===== config.mk =====
export PLATFORM = sky130hd
export DESIGN_NAME = pipeline_hazard_ctrl
export DESIGN_NICKNAME = d
export VERILOG_FILES = /design/src/rtl/pipeline_hazard_ctrl_pkg.sv /design/src/rtl/pipeline_hazard_ctrl_raw_hazard_detect.sv /design/src/rtl/pipeline_hazard_ctrl.sv
export SDC_FILE = /design/constraint.sdc
export NUM_CORES = 1
export LEC_CHECK = 0
export CAP_MARGIN = 20
export CORE_MARGIN = 4
export CORE_UTILIZATION = 39
export DETAILED_ROUTE_END_ITERATION = 8
export PLACE_DENSITY = 0.66
export SLEW_MARGIN = 20
export SYNTH_ARGS = -nofsm -noshare
export SYNTH_HDL_FRONTEND = slang
export SYNTH_SLANG_ARGS = --single-unit

===== constraint.sdc =====
create_clock -name clk -period 2.6 [get_ports clk]
set_input_delay 0.26 -clock clk [delete_from_list [all_inputs] [get_ports clk]]
set_output_delay 0.26 -clock clk [all_outputs]
set_load 0.01 [all_outputs]

===== src/rtl/pipeline_hazard_ctrl_pkg.sv =====
// ----------------------------------------------------------------------------
// pipeline_hazard_ctrl_pkg
//   Shared definitions for the pipeline stall/flush sequencer:
//   - multiply FSM state encodings
//   - the hard-wired zero register index
//   - the packed control bundle driven to the pipeline registers
// ----------------------------------------------------------------------------
package pipeline_hazard_ctrl_pkg;

    localparam logic [1:0] ST_IDLE = 2'd0;
    localparam logic [1:0] ST_BUSY = 2'd1;
    localparam logic [1:0] ST_DONE = 2'd2;

    localparam logic [4:0] REG_X0 = 5'd0;

    typedef struct packed {
        logic pc_en;
        logic if_id_en;
        logic id_ex_en;
        logic ex_mem_en;
        logic mem_wb_en;
        logic if_id_flush;
        logic id_ex_flush;
        logic ex_mem_flush;
        logic pc_redirect;
        logic mul_start;
    } pipe_ctl_t;

    // Everything parked: used for reset, global disable and as a default.
    function automatic pipe_ctl_t ctl_idle();
        pipe_ctl_t c;
        c = '0;
        return c;
    endfunction

    // Normal advance: every register loads, nothing is cleared.
    function automatic pipe_ctl_t ctl_run();
        pipe_ctl_t c;
        c           = '0;
        c.pc_en     = 1'b1;
        c.if_id_en  = 1'b1;
        c.id_ex_en  = 1'b1;
        c.ex_mem_en = 1'b1;
        c.mem_wb_en = 1'b1;
        return c;
    endfunction

endpackage


===== src/rtl/pipeline_hazard_ctrl_raw_hazard_detect.sv =====
// ----------------------------------------------------------------------------
// raw_hazard_detect
//   Combinational RAW check for a datapath without forwarding. The instruction
//   in ID must wait while any older instruction in EX, MEM (and WB when the
//   register file is not write-through) will write one of its sources.
//
//   Ports
//     rs1_ID, rs2_ID       in  source indices of the ID instruction
//     use_rs1, use_rs2     in  ID instruction really reads that source
//     rd_EX/MEM/WB         in  destination index per stage
//     wr_EX/MEM/WB         in  reg_write per stage
//     raw                  out a source matches a pending write
// ----------------------------------------------------------------------------
module raw_hazard_detect
    import pipeline_hazard_ctrl_pkg::*;
#(
    parameter bit RF_WT = 1'b0
) (
    input  logic [4:0] rs1_ID,
    input  logic [4:0] rs2_ID,
    input  logic       use_rs1,
    input  logic       use_rs2,
    input  logic [4:0] rd_EX,
    input  logic [4:0] rd_MEM,
    input  logic [4:0] rd_WB,
    input  logic       wr_EX,
    input  logic       wr_MEM,
    input  logic       wr_WB,
    output logic       raw
);

    // x0 writes are architectural no-ops and never create a dependency.
    function automatic logic src_match(input logic [4:0] rd, input logic wr);
        logic live;
        live = wr && (rd != REG_X0);
        return live && ((use_rs1 && (rs1_ID == rd)) || (use_rs2 && (rs2_ID == rd)));
    endfunction

    logic hit_ex;
    logic hit_mem;
    logic hit_wb;

    always_comb begin
        hit_ex  = src_match(rd_EX, wr_EX);
        hit_mem = src_match(rd_MEM, wr_MEM);
        // A write-through register file returns the WB value in the same cycle.
        hit_wb  = RF_WT ? 1'b0 : src_match(rd_WB, wr_WB);
        raw     = hit_ex || hit_mem || hit_wb;
    end

endmodule


===== src/rtl/pipeline_hazard_ctrl.sv =====
// ----------------------------------------------------------------------------
// pipeline_hazard_ctrl
//   Stall/flush sequencer for the 5-stage RV64 pipeline. Produces load enables
//   and synchronous clears for PC, IF/ID, ID/EX, EX/MEM and MEM/WB, the PC
//   redirect, and launches / tracks the fixed-latency multiplier in EX.
//
//   state | meaning
//   ------+--------------------------------------------------------------
//   IDLE  | no multiply in flight; a mul in EX launches here
//   BUSY  | multiplier running, front end frozen, EX/MEM bubbled
//   DONE  | product valid, pipeline advances normally, back to IDLE
//
//   Ports
//     clk, arst_n              clock, synchronous active-low reset
//     enable                   global run; 0 parks every control output
//     rs1_ID..wr_WB            hazard inputs (see raw_hazard_detect)
//     mul_EX                   instruction in EX is a multiply
//     branch_MEM, zero_MEM     branch resolved in MEM and its condition
//     jump_MEM                 jump in MEM
//     pc_en..mem_wb_en         register load enables
//     if_id_flush..ex_mem_flush bubble insert at the next edge
//     pc_redirect              PC takes the branch/jump target
//     mul_start                one-cycle multiplier launch
//     mul_busy                 FSM not in IDLE
//     stall_cnt, flush_cnt     saturating event counters
// ----------------------------------------------------------------------------
module pipeline_hazard_ctrl
    import pipeline_hazard_ctrl_pkg::*;
#(
    parameter int MUL_LAT = 2,
    parameter int CNT_W   = 32,
    parameter bit RF_WT   = 1'b0
) (
    input  logic             clk,
    input  logic             arst_n,
    input  logic             enable,
    input  logic [4:0]       rs1_ID,
    input  logic [4:0]       rs2_ID,
    input  logic             use_rs1,
    input  logic             use_rs2,
    input  logic [4:0]       rd_EX,
    input  logic [4:0]       rd_MEM,
    input  logic [4:0]       rd_WB,
    input  logic             wr_EX,
    input  logic             wr_MEM,
    input  logic             wr_WB,
    input  logic             mul_EX,
    input  logic             branch_MEM,
    input  logic             zero_MEM,
    input  logic             jump_MEM,
    output logic             pc_en,
    output logic             if_id_en,
    output logic             id_ex_en,
    output logic             ex_mem_en,
    output logic             mem_wb_en,
    output logic             if_id_flush,
    output logic             id_ex_flush,
    output logic             ex_mem_flush,
    output logic             pc_redirect,
    output logic             mul_start,
    output logic             mul_busy,
    output logic [CNT_W-1:0] stall_cnt,
    output logic [CNT_W-1:0] flush_cnt
);

    // cnt only has to hold MUL_LAT-1.
    localparam int LAT_W = (MUL_LAT > 1) ? $clog2(MUL_LAT) : 1;

    logic [1:0]       state;
    logic [1:0]       state_nxt;
    logic [LAT_W-1:0] cnt;
    logic [LAT_W-1:0] cnt_nxt;

    logic       raw;
    logic       redirect;
    logic       start;
    logic       mul_stall;
    logic       raw_stall;
    logic       stall_evt;
    pipe_ctl_t  ctl;

    raw_hazard_detect #(
        .RF_WT (RF_WT)
    ) u_raw (
        .rs1_ID  (rs1_ID),
        .rs2_ID  (rs2_ID),
        .use_rs1 (use_rs1),
        .use_rs2 (use_rs2),
        .rd_EX   (rd_EX),
        .rd_MEM  (rd_MEM),
        .rd_WB   (rd_WB),
        .wr_EX   (wr_EX),
        .wr_MEM  (wr_MEM),
        .wr_WB   (wr_WB),
        .raw     (raw)
    );

    // Priority: redirect > multiply stall > RAW stall > run.
    always_comb begin
        redirect  = (branch_MEM && zero_MEM) || jump_MEM;
        start     = (state == ST_IDLE) && mul_EX && !redirect;
        mul_stall = start || ((state == ST_BUSY) && !redirect);
        raw_stall = raw && !redirect && !mul_stall;
        stall_evt = mul_stall || raw_stall;
    end

    always_comb begin
        ctl = ctl_idle();
        if (arst_n && enable) begin
            if (redirect) begin
                ctl              = ctl_run();
                ctl.if_id_flush  = 1'b1;
                ctl.id_ex_flush  = 1'b1;
                ctl.ex_mem_flush = 1'b1;
                ctl.pc_redirect  = 1'b1;
            end else if (mul_stall) begin
                // The mul stays in ID/EX; EX/MEM receives bubbles behind it.
                ctl              = ctl_idle();
                ctl.ex_mem_en    = 1'b1;
                ctl.ex_mem_flush = 1'b1;
                ctl.mem_wb_en    = 1'b1;
                ctl.mul_start    = start;
            end else if (raw_stall) begin
                // Hold PC and IF/ID, push a bubble into EX, let producers drain.
                ctl             = ctl_run();
                ctl.pc_en       = 1'b0;
                ctl.if_id_en    = 1'b0;
                ctl.id_ex_flush = 1'b1;
            end else begin
                ctl = ctl_run();
            end
        end
    end

    always_comb begin
        state_nxt = state;
        cnt_nxt   = cnt;
        if (redirect) begin
            state_nxt = ST_IDLE;
        end else begin
            case (state)
                ST_IDLE: begin
                    if (start) begin
                        if (MUL_LAT == 1) begin
                            state_nxt = ST_DONE;
                        end else begin
                            state_nxt = ST_BUSY;
                            cnt_nxt   = LAT_W'(MUL_LAT - 1);
                        end
                    end
                end
                ST_BUSY: begin
                    if (cnt == LAT_W'(1)) begin
                        state_nxt = ST_DONE;
                    end else begin
                        cnt_nxt = cnt - LAT_W'(1);
                    end
                end
                ST_DONE: state_nxt = ST_IDLE;
                default: state_nxt = ST_IDLE;
            endcase
        end
    end

    always_ff @(posedge clk) begin
        if (!arst_n) begin
            state     <= ST_IDLE;
            cnt       <= '0;
            stall_cnt <= '0;
            flush_cnt <= '0;
        end else if (enable) begin
            state <= state_nxt;
            cnt   <= cnt_nxt;
            if (stall_evt && (stall_cnt != '1)) begin
                stall_cnt <= stall_cnt + CNT_W'(1);
            end
            if (redirect && (flush_cnt != '1)) begin
                flush_cnt <= flush_cnt + CNT_W'(1);
            end
        end
    end

    always_comb begin
        pc_en        = ctl.pc_en;
        if_id_en     = ctl.if_id_en;
        id_ex_en     = ctl.id_ex_en;
        ex_mem_en    = ctl.ex_mem_en;
        mem_wb_en    = ctl.mem_wb_en;
        if_id_flush  = ctl.if_id_flush;
        id_ex_flush  = ctl.id_ex_flush;
        ex_mem_flush = ctl.ex_mem_flush;
        pc_redirect  = ctl.pc_redirect;
        mul_start    = ctl.mul_start;
        mul_busy     = (state != ST_IDLE);
    end

endmodule


# After elaboration in Yosys (flattened, before gate mapping)
# Index checks and enable logic that the tools add are counted.
# W data, S select, Z words.
# op_classes
mux	11
add_sub_neg	3
n_eq_ne	12
reduce_logical	41
bitwise_logic	1
# ops
op	n
$add A32 B1 Y32 const B	2
$ne A32 B32 Y1 const B	2
$mux W10	4
$eq A5 B5 Y1	6
$logic_and A1 B1 Y1	21
$reduce_bool A5 Y1	3
$logic_or A1 B1 Y1	8
$mux W2	3
$ne A3 B3 Y1 const B	2
$pmux W2 S2	1
$reduce_and A2 Y1	2
$reduce_and A4 Y1	1
$reduce_bool A2 Y1	2
$reduce_and A3 Y1	1
$eq A2 B1 Y1 const B	1
$logic_not A1 Y1	2
$logic_not A2 Y1	1
$mux W1	2
$ne A2 B2 Y1 const B	1
$pmux W1 S2	1
$not A1 Y1	1
$sub A1 B1 Y1 const B	1
# word_totals
in_bits	37
register_bits	67
word_cells	72
output_inout_bits	75

# Logic depth before layout (Yosys ltp)
# Gate-level depths: netlist (run 1).
# logic_depth
ltp_word	12
depth_mapped	9
mapped_depth_nobuf	7

# Hierarchy
# From an unflattened synthesis (run 1), not the netlist that was laid out.
# hier_totals
hier_cells	447
area_unflattened_um2	3903.7
# by_module_without_submodules
mod	area_each_um2	instances	seq_area_each_um2	cells_each
pipeline_hazard_ctrl	3514.6	1	1341.3	395
raw_hazard_detect	389.1	1	0.0	52

# Least setup slack after synthesis (run 1)
# Ideal clock, no wire load.
# synth_path
path_kind	register to register
start	register flush_cnt[13]
end	register flush_cnt[10]
synth_period_minus_slack_ns	2.127
path_slack_ns	0.473
stages_incl_launch_ff	9
required_ns	2.472
n_path_buf	1
t_arrival_ns	1.999
setup_time_ns	0.128
path_cell_list	dfxtp_1 and4_1 nand4_2 nor4_2 a21bo_2 buf_2 or4_1 xor2_1 nor2_1
# synth_via
elab_chain_cells	3
# synth_lines
item	line_no	source
start, declared	pipeline_hazard_ctrl.sv:63	output logic [CNT_W-1:0] flush_cnt
start signal, assigned	pipeline_hazard_ctrl.sv:178	flush_cnt <= flush_cnt + CNT_W'(1);
$ne A32 B32 Y1	pipeline_hazard_ctrl.sv:177	if (redirect && (flush_cnt != '1)) begin
$logic_and A1 B1 Y1	pipeline_hazard_ctrl.sv:177	
$reduce_and A2 Y1 (no source line)	n/a	
# No other way between the ends.
# A chain may end at the register's enable or synchronous reset.

# Worst setup path in the final report (run 1)
# layout_path
start	input rd_EX[0]
end	output id_ex_flush
# layout_via
elab_chain_cells	12
word_cells_on_any_way	16
cone_classes	eq/ne (2); mux (4); reduce/logical (10)
# layout_lines
item	line_no	source
start, declared	pipeline_hazard_ctrl.sv:41	input logic [4:0] rd_EX,
$eq A5 B5 Y1	pipeline_hazard_ctrl_raw_hazard_detect.sv:36	return live && ((use_rs1 && (rs1_ID == rd)) || (use_rs2 && (rs2_ID == rd)));
$logic_and A1 B1 Y1	pipeline_hazard_ctrl_raw_hazard_detect.sv:36	
$logic_or A1 B1 Y1	pipeline_hazard_ctrl_raw_hazard_detect.sv:36	
$logic_and A1 B1 Y1 (*)	pipeline_hazard_ctrl_raw_hazard_detect.sv:36	
$logic_or A1 B1 Y1 (*) (2 in series)	pipeline_hazard_ctrl_raw_hazard_detect.sv:48	raw = hit_ex || hit_mem || hit_wb;
$logic_and A1 B1 Y1 (*) (2 in series)	pipeline_hazard_ctrl.sv:103	raw_stall = raw && !redirect && !mul_stall;
$mux W10 (*)	pipeline_hazard_ctrl.sv:123	end else if (raw_stall) begin
$mux W10 (*)	pipeline_hazard_ctrl.sv:116	end else if (mul_stall) begin
$mux W10 (*)	pipeline_hazard_ctrl.sv:110	if (redirect) begin
$mux W10 (*)	pipeline_hazard_ctrl.sv:109	if (arst_n && enable) begin
end, declared	pipeline_hazard_ctrl.sv:57	output logic id_ex_flush,
# Mark *: on every way between the ends. The rest lies on a longest branch, timed or not.

==> results of run 1 <==
## cell type report
class / instances / share of cell area, %
Timing Repair Buffer: 137 / 23.86
Multi-Input combinational cell: 375 / 43.68
Clock buffer: 11 / 2.747
Sequential cell: 67 / 24.34
Tap cell: 133 / 3.019
Inverter: 6 / 0.4086
Clock inverter: 5 / 1.952
## per-layer routing
| metal | wire length [µm] | track usage (%) |
|---|---|---|
| met2 | 5313 | 31.57 |
| met4 | 84 | 3.877 |
| met3 | 470 | 4.955 |
| met1 | 5220 | 24.73 |
| met5 | 0 | 0 |
## layout by cell type, fill, tap and decap left out, types with 11 or more instances in the layout
| cell | netlist | layout |
|---|---|---|
| xor2_1 | 12 | 12 |
| a21oi_1 | 23 | 23 |
| nand3_1 | 20 | 20 |
| nand2b_1 | 19 | 19 |
| nor3_1 | 15 | 15 |
| clkdlybuf4s50_1 | 0 | 108 |
| buf_4 | 7 | 25 |
| dfxtp_1 | 67 | 67 |
| xnor2_1 | 43 | 43 |
| nand4_1 | 30 | 30 |
| nand2_1 | 49 | 49 |
| nor2_1 | 44 | 44 |
| o21ai_0 | 16 | 16 |
| clkbuf_8 | 0 | 11 |
| mux2i_1 | 16 | 16 |
| or4_1 | 11 | 11 |
## through the flow
| step | util [%] | cell area (µm²) |
|---|---|---|
| floorplan | - | 3900 |
| global placement | 53.70 | 5249 |
| detailed placement | 53.70 | 5249 |
| CTS | 56.39 | 5512 |
| global route | 56.39 | 5512 |
| finish | 56.39 | 5512 |
## flip-flops by register name, summed over array words and instances, names as in the netlist
register,cells
cnt,1
stall_cnt,32
flush_cnt,32
state,2
## cell families (layout without fill, tap and decap cells)
group / after synthesis / after routing / share of synthesized area, %
flip-flops: 67 / 67 / 34.39
buffers and inverters: 29 / 159 / 3.882
XOR/XNOR: 55 / 55 / 12.35
adder cells (fa/ha/maj): 2 / 2 / 0.6415
AO/OA/AOI/OAI: 68 / 68 / 11.10
multiplexers: 16 / 16 / 4.106
AND/OR/NAND/NOR: 234 / 234 / 33.53
## worst max-delay path, cell delays in order
cell and delay, ns:
clkdlybuf4s50_1 0.42, or4_1 0.54, o21a_1 0.19, a32oi_2 0.24, nand2_1 0.11, a21o_1 0.21
dlygate4sd2_1 0.28
## timing repair
item	in CTS	in global routing
setup buffers	1	0
cloned	0	0
setup endpoints to repair	3	1
resized for setup	3	0
pin swaps	2	2
## how the worst min path moves through the flow
stage	startpoint	depth (start not counted)	to	slack, ns
global placement	cnt	2	cnt	0.47
detailed placement	stall_cnt[14]	2	stall_cnt[14]	0.48
finish	stall_cnt[14]	2	stall_cnt[14]	0.48
CTS	stall_cnt[14]	2	stall_cnt[14]	0.49
global route	flush_cnt[1]	2	flush_cnt[1]	0.52
floorplan	arst_n	2	stall_cnt[5]	0.41
## report_power, final
group / internal, µW / leakage [µW] / switching, µW / total (µW)
logic: 152 / 0.00117 / 142 / 294
clock network: 695 / 0.000130 / 423 / 1120
registers: 1030 / 0.000540 / 5.79 / 1040
total: 1880 / 0.00184 / 571 / 2450
==> key figures, run 1 <==
Run status
  • Run status: finished clean

Floorplanning
  • Die width: 108 µm
  • Row count: 36
  • Area of the core: 9774 µm²
  • Die area: 11660 µm²
  • Die height: 108 µm
  • Starting Density: 39.90%
  • # IOs: 112

Cells and area
  • Post-Layout Cell Count: 734
  • Register area: 1341 µm²
  • Layout cells sized above 1: 10.15%
  • Area growth, synth to finish: 41.32%
  • Antenna Cells: 0
  • Fillers: 924
  • Area of the multi-input gates: 2407 µm²
  • Number of nets in the layout: 635

STA
  • RSZ-0062 raised after global routing: false
  • Total negative setup slack: 0 ns
  • Final setup viols: 0
  • Worst slew pin tran: 0.8178 ns
  • Skew final: 0.01055 ns
  • Tcrit/Tclk final: 96.44%
  • Post-layout minimum cycle time: 2.507 ns
  • Worst rel slew slack: 45.40%
  • Pins Over Slew Limit: 0
  • FMAX: 398.8 MHz
  • Hold WS: 0.4839 ns
  • Worst Slack Setup Final: 0.09261 ns
  • Fin. Hold Viols: 0

Setup path
  • CP max FO: 4
  • R2R Setup Slk: 0.36 ns
  • Worst flop-to-flop path startpoint: stall_cnt[11]
  • Worst setup path end: id_ex_flush
  • Crit Path Class: primary input to output port
  • Critical path endpoint category: output port
  • R2R cell count: 7
  • R2R Path End: stall_cnt[25]
  • WP data required: 2.34 ns
  • Crit path DAT: 2.25 ns
  • Critical path launch point type: primary input
  • Worst setup startpoint: rd_EX[0]

GRT
  • Largest net degree at the start of global routing: 47
  • GRT Overall Usage: 18.91%
  • Initial antenna violation count: 0
  • First-pass GRT wire length: 17.88 mm
  • Total gr overflow: 0
  • Vias in the first global route: 3727

CTS
  • Clk root buf: clkbuf_8
  • Worst-path clk slew: 0.07 ns
  • Hold buffers post-CTS: 0
  • Clk_lat worst skew: 0.35 ns
  • CTS tree: done
  • Clock Path Buffers: 2
  • H-tree level count: 3
  • CTS sink cnt: 67
  • Num CTS Buffers: 9

Placement
  • GP Congestion: 0.9156
  • Worst slack, placed: -0.1101 ns
  • DP HPWL: 8.166 mm
  • IO buf count: 111
  • Placed cell count: 717

Detailed routing
  • DR iter-0 viols: 145
  • Via count: 3908
  • TritonRoute pass-1 iters: 4
  • DRT antenna net count: 0
  • Routed length per instance: 15.11 µm
  • Vias per cell: 5.324
  • DRC: 0
  • Routed wire length: 11.09 mm

Yosys
  • Syn avg cell area: 8.280 µm²
  • Top cells by count, synth: 67 x dfxtp_1, 49 x nand2_1, 44 x nor2_1
  • Top post-synthesis cells by area: dfxtp_1 34%, xnor2_1 9.7%, nand4_1 4.8%
  • Synth Warn #: 0
  • Post-synth EDFFs: 0
  • Post-synthesis cell count: 471
  • Sequential share of the synthesized area: 34.39%
  • Post-Syn Nets: 510
  • Cell Area, Synth: 3900 µm²
  • FF+latch count, synth: 67
  • Top FF cell, synth: dfxtp_1
  • Top-area cell type share of the netlist area: 34.39%
  • Yosys cell types: 56
  • Synth area leader: dfxtp_1
  • Async S/R FF share, synth: 0%
  • Count leader, synth: dfxtp_1

Power
  • Pleak: 0.001840 µW
  • Tot Pwr: 2449 µW
  • Pwr/cell area: 444.4 nW/µm²
  • Peak supply drop: 0.0003158 V

Worst hold path
  • Hold Crit Class: flip-flop to flip-flop

Job
  • MaxCap Viol Count: 0
No activity file was read; power rests on OpenSTA's default activity.
==> run 2, diff against run 1 <==
- ABC_CLOCK_PERIOD_IN_PS: not set -> 2600
- CORE_UTILIZATION: 39 -> 30
- PLACE_DENSITY: 0.66 -> 0.53
==> key figures, run 2 (synthesis results as in run 1) <==
Cells and area
  • Commonest non-fill, non-tap cell in the layout: clkdlybuf4s50_1
  • Layout cells sized above 1: 11.82% (+1.7 points)
  • Register area: 1341 µm² (unchanged)
  • Post-Layout Cell Count: 781 (+6.4%)
  • Most frequent cells in the layout: 98 x clkdlybuf4s50_1, 67 x dfxtp_1, 49 x nand2_1
  • Final core utilization: 45.35% (-11 points)
  • Antenna Cells: 0 (unchanged)
  • Area of the multi-input gates: 2427 µm² (+0.83%)
  • Area growth, synth to finish: 47.35%
  • Number of nets in the layout: 643 (+1.3%)
  • Fillers: 1278 (+38%)
  • Post-route cell area: 5747 µm² (+4.3%)
  • Biggest regs: flush_cnt x32, stall_cnt x32, state x2

STA
  • Worst Slack Setup Final: 0.04965 ns (-0.04296 ns)
  • Post-layout minimum cycle time: 2.550 ns (+0.04296 ns)
  • FMAX: 392.1 MHz (-1.7%)
  • Skew final: 0.006702 ns (-0.003844 ns)
  • Pins Over Slew Limit: 0 (unchanged)
  • Tcrit/Tclk final: 98.09% (+1.7 points)
  • Fin. Hold Viols: 0 (unchanged)
  • Final setup viols: 0 (unchanged)
  • Worst rel slew slack: 42.47% (-2.9 points)
  • Worst slew pin tran: 0.8617 ns (+0.04390 ns)

CTS
  • CTS tree: done
  • Num CTS Buffers: 9 (unchanged)
  • Clock Path Buffers: 2 (unchanged)
  • H-tree level count: 3 (unchanged)
  • Hold buffers post-CTS: 0 (unchanged)
  • Worst-path clk slew: 0.06 ns (about the same)
  • CTS sink cnt: 67 (unchanged)
  • Clk root buf: clkbuf_16
  • Clk_lat worst skew: 0.33 ns (-0.02 ns)

Placement
  • DP Area: 5318 µm² (+1.3%)
  • DP HPWL: 8.665 mm (+6.1%)
  • IO buf count: 111 (unchanged)
  • GP Congestion: 0.8390 (-8.4%)
  • Worst slack, placed: -0.1416 ns (-0.03152 ns)
  • Placed cell count: 757 (+5.6%)

Power
  • Peak supply drop: 0.0002631 V (-17%)
  • Pwr/cell area: 465.8 nW/µm² (+4.8%)
  • Tot Pwr: 2677 µW (+9.3%)
  • Pleak: 0.002009 µW (+9.1%)

GRT
  • First-pass GRT wire length: 19.25 mm (+7.6%)
  • Total gr overflow: 0 (unchanged)
  • Largest net degree at the start of global routing: 47 (unchanged)
  • Vias in the first global route: 3870 (+3.8%)
  • GRT Overall Usage: 16.13% (-2.8 points)
  • Initial antenna violation count: 0 (unchanged)

Floorplanning
  • Starting Density: 30.78% (-9.1 points)
  • Die width: 122.0 µm (+13%)
  • Row count: 41 (+14%)
  • # IOs: 112 (unchanged)
  • Area of the core: 12670 µm² (+30%)
  • Die height: 122.0 µm (+13%)
  • Die area: 14890 µm² (+28%)

Worst hold path
  • Worst Min Path Start: stall_cnt[29]
  • Sink of the worst hold path: stall_cnt[29]
  • Min-Delay Path Depth: 2 (unchanged)
  • Hold Crit Class: flip-flop to flip-flop

Job
  • MaxCap Viol Count: 0 (unchanged)

Setup path
  • WP data required: 2.34 ns (about the same)
  • R2R Setup Slk: 0.19 ns (-0.17 ns)
  • R2R cell count: 9 (+2)
  • Crit Path Class: primary input to output port
  • R2R Path End: stall_cnt[20]
  • Critical path endpoint category: output port
  • Worst flop-to-flop path startpoint: stall_cnt[24]
  • Critical path launch point type: primary input
  • CP max FO: 2 (-2)
  • Crit path DAT: 2.29 ns (+0.04 ns)

Detailed routing
  • DRT antenna net count: 0 (unchanged)
  • Vias per cell: 5.082 (-4.6%)
  • DR iter-0 viols: 213 (+47%)
  • Routed length per instance: 15.40 µm (+1.9%)
  • DRC: 0 (unchanged)
  • Routed wire length: 12.03 mm (+8.4%)
  • Via count: 3969 (+1.6%)
  • TritonRoute pass-1 iters: 4 (unchanged)

Run status
  • Run status: finished clean
==> run 2: critical path: stages <==
cell and delay, ns:
clkdlybuf4s50_1 0.43, or4_1 0.52, o21a_1 0.21, a32oi_2 0.19, buf_4 0.16, nand2_1 0.07
a21o_1 0.17, dlygate4sd2_1 0.28
==> run 2: layer usage <==
metal	vias up	share of wire (%)	global-route usage, %
met5	-	0	0
met4	0	1.8	6.162
met3	18	7.1	4.550
met2	122	45	26.52
met1	1860	47	20.05
li1	1969	-	-
==> run 2: stage by stage <==
step | hold WS [ns] | setup TNS (ns)
after floorplan | 0.4095 | 0
after global placement | 0.4703 | -0.7233
after detailed placement | 0.4765 | -0.9033
after CTS | 0.4916 | 0
after global routing | 0.5144 | -0.04601
final | 0.4886 | 0
==> run 2: layout make-up <==
type / instances / share of cell area [%]
repair buffers: 145 / 24.58
multi-input cells: 375 / 42.24
well taps: 172 / 3.745
flip-flops and latches: 67 / 23.34
clock buffers: 10 / 4.158
inverters: 6 / 0.3919
clock inverters: 6 / 1.546
==> run 2: timing repair <==
action                                 CTS  global route
setup endpoints to repair                3            15
gates resized for setup                  3            13
buffers inserted                         3             5
endpoints found under the hold margin    0             0
pin swaps                                2             7
==> run 2: worst max-delay path by stage <==
| stage | from | endpoint | slack [ns] |
|---|---|---|---|
| 5_1_grt | rd_EX[0] | id_ex_flush | -0.04 |
| 3_5_place_dp | rd_EX[0] | id_ex_flush | -0.14 |
| 6_report | rd_EX[0] | id_ex_flush | 0.05 |
| 4_1_cts | rd_EX[0] | id_ex_flush | 0.04 |
| 2_1_floorplan | flush_cnt[13] | flush_cnt[10] | 0.47 |
| 3_3_place_gp | rd_EX[0] | id_ex_flush | -0.12 |
==> run 2: power by group <==
part	internal, µW	switching [µW]
combinational	155	148
sequential	1030	6.77
clock	865	470
total	2050	625
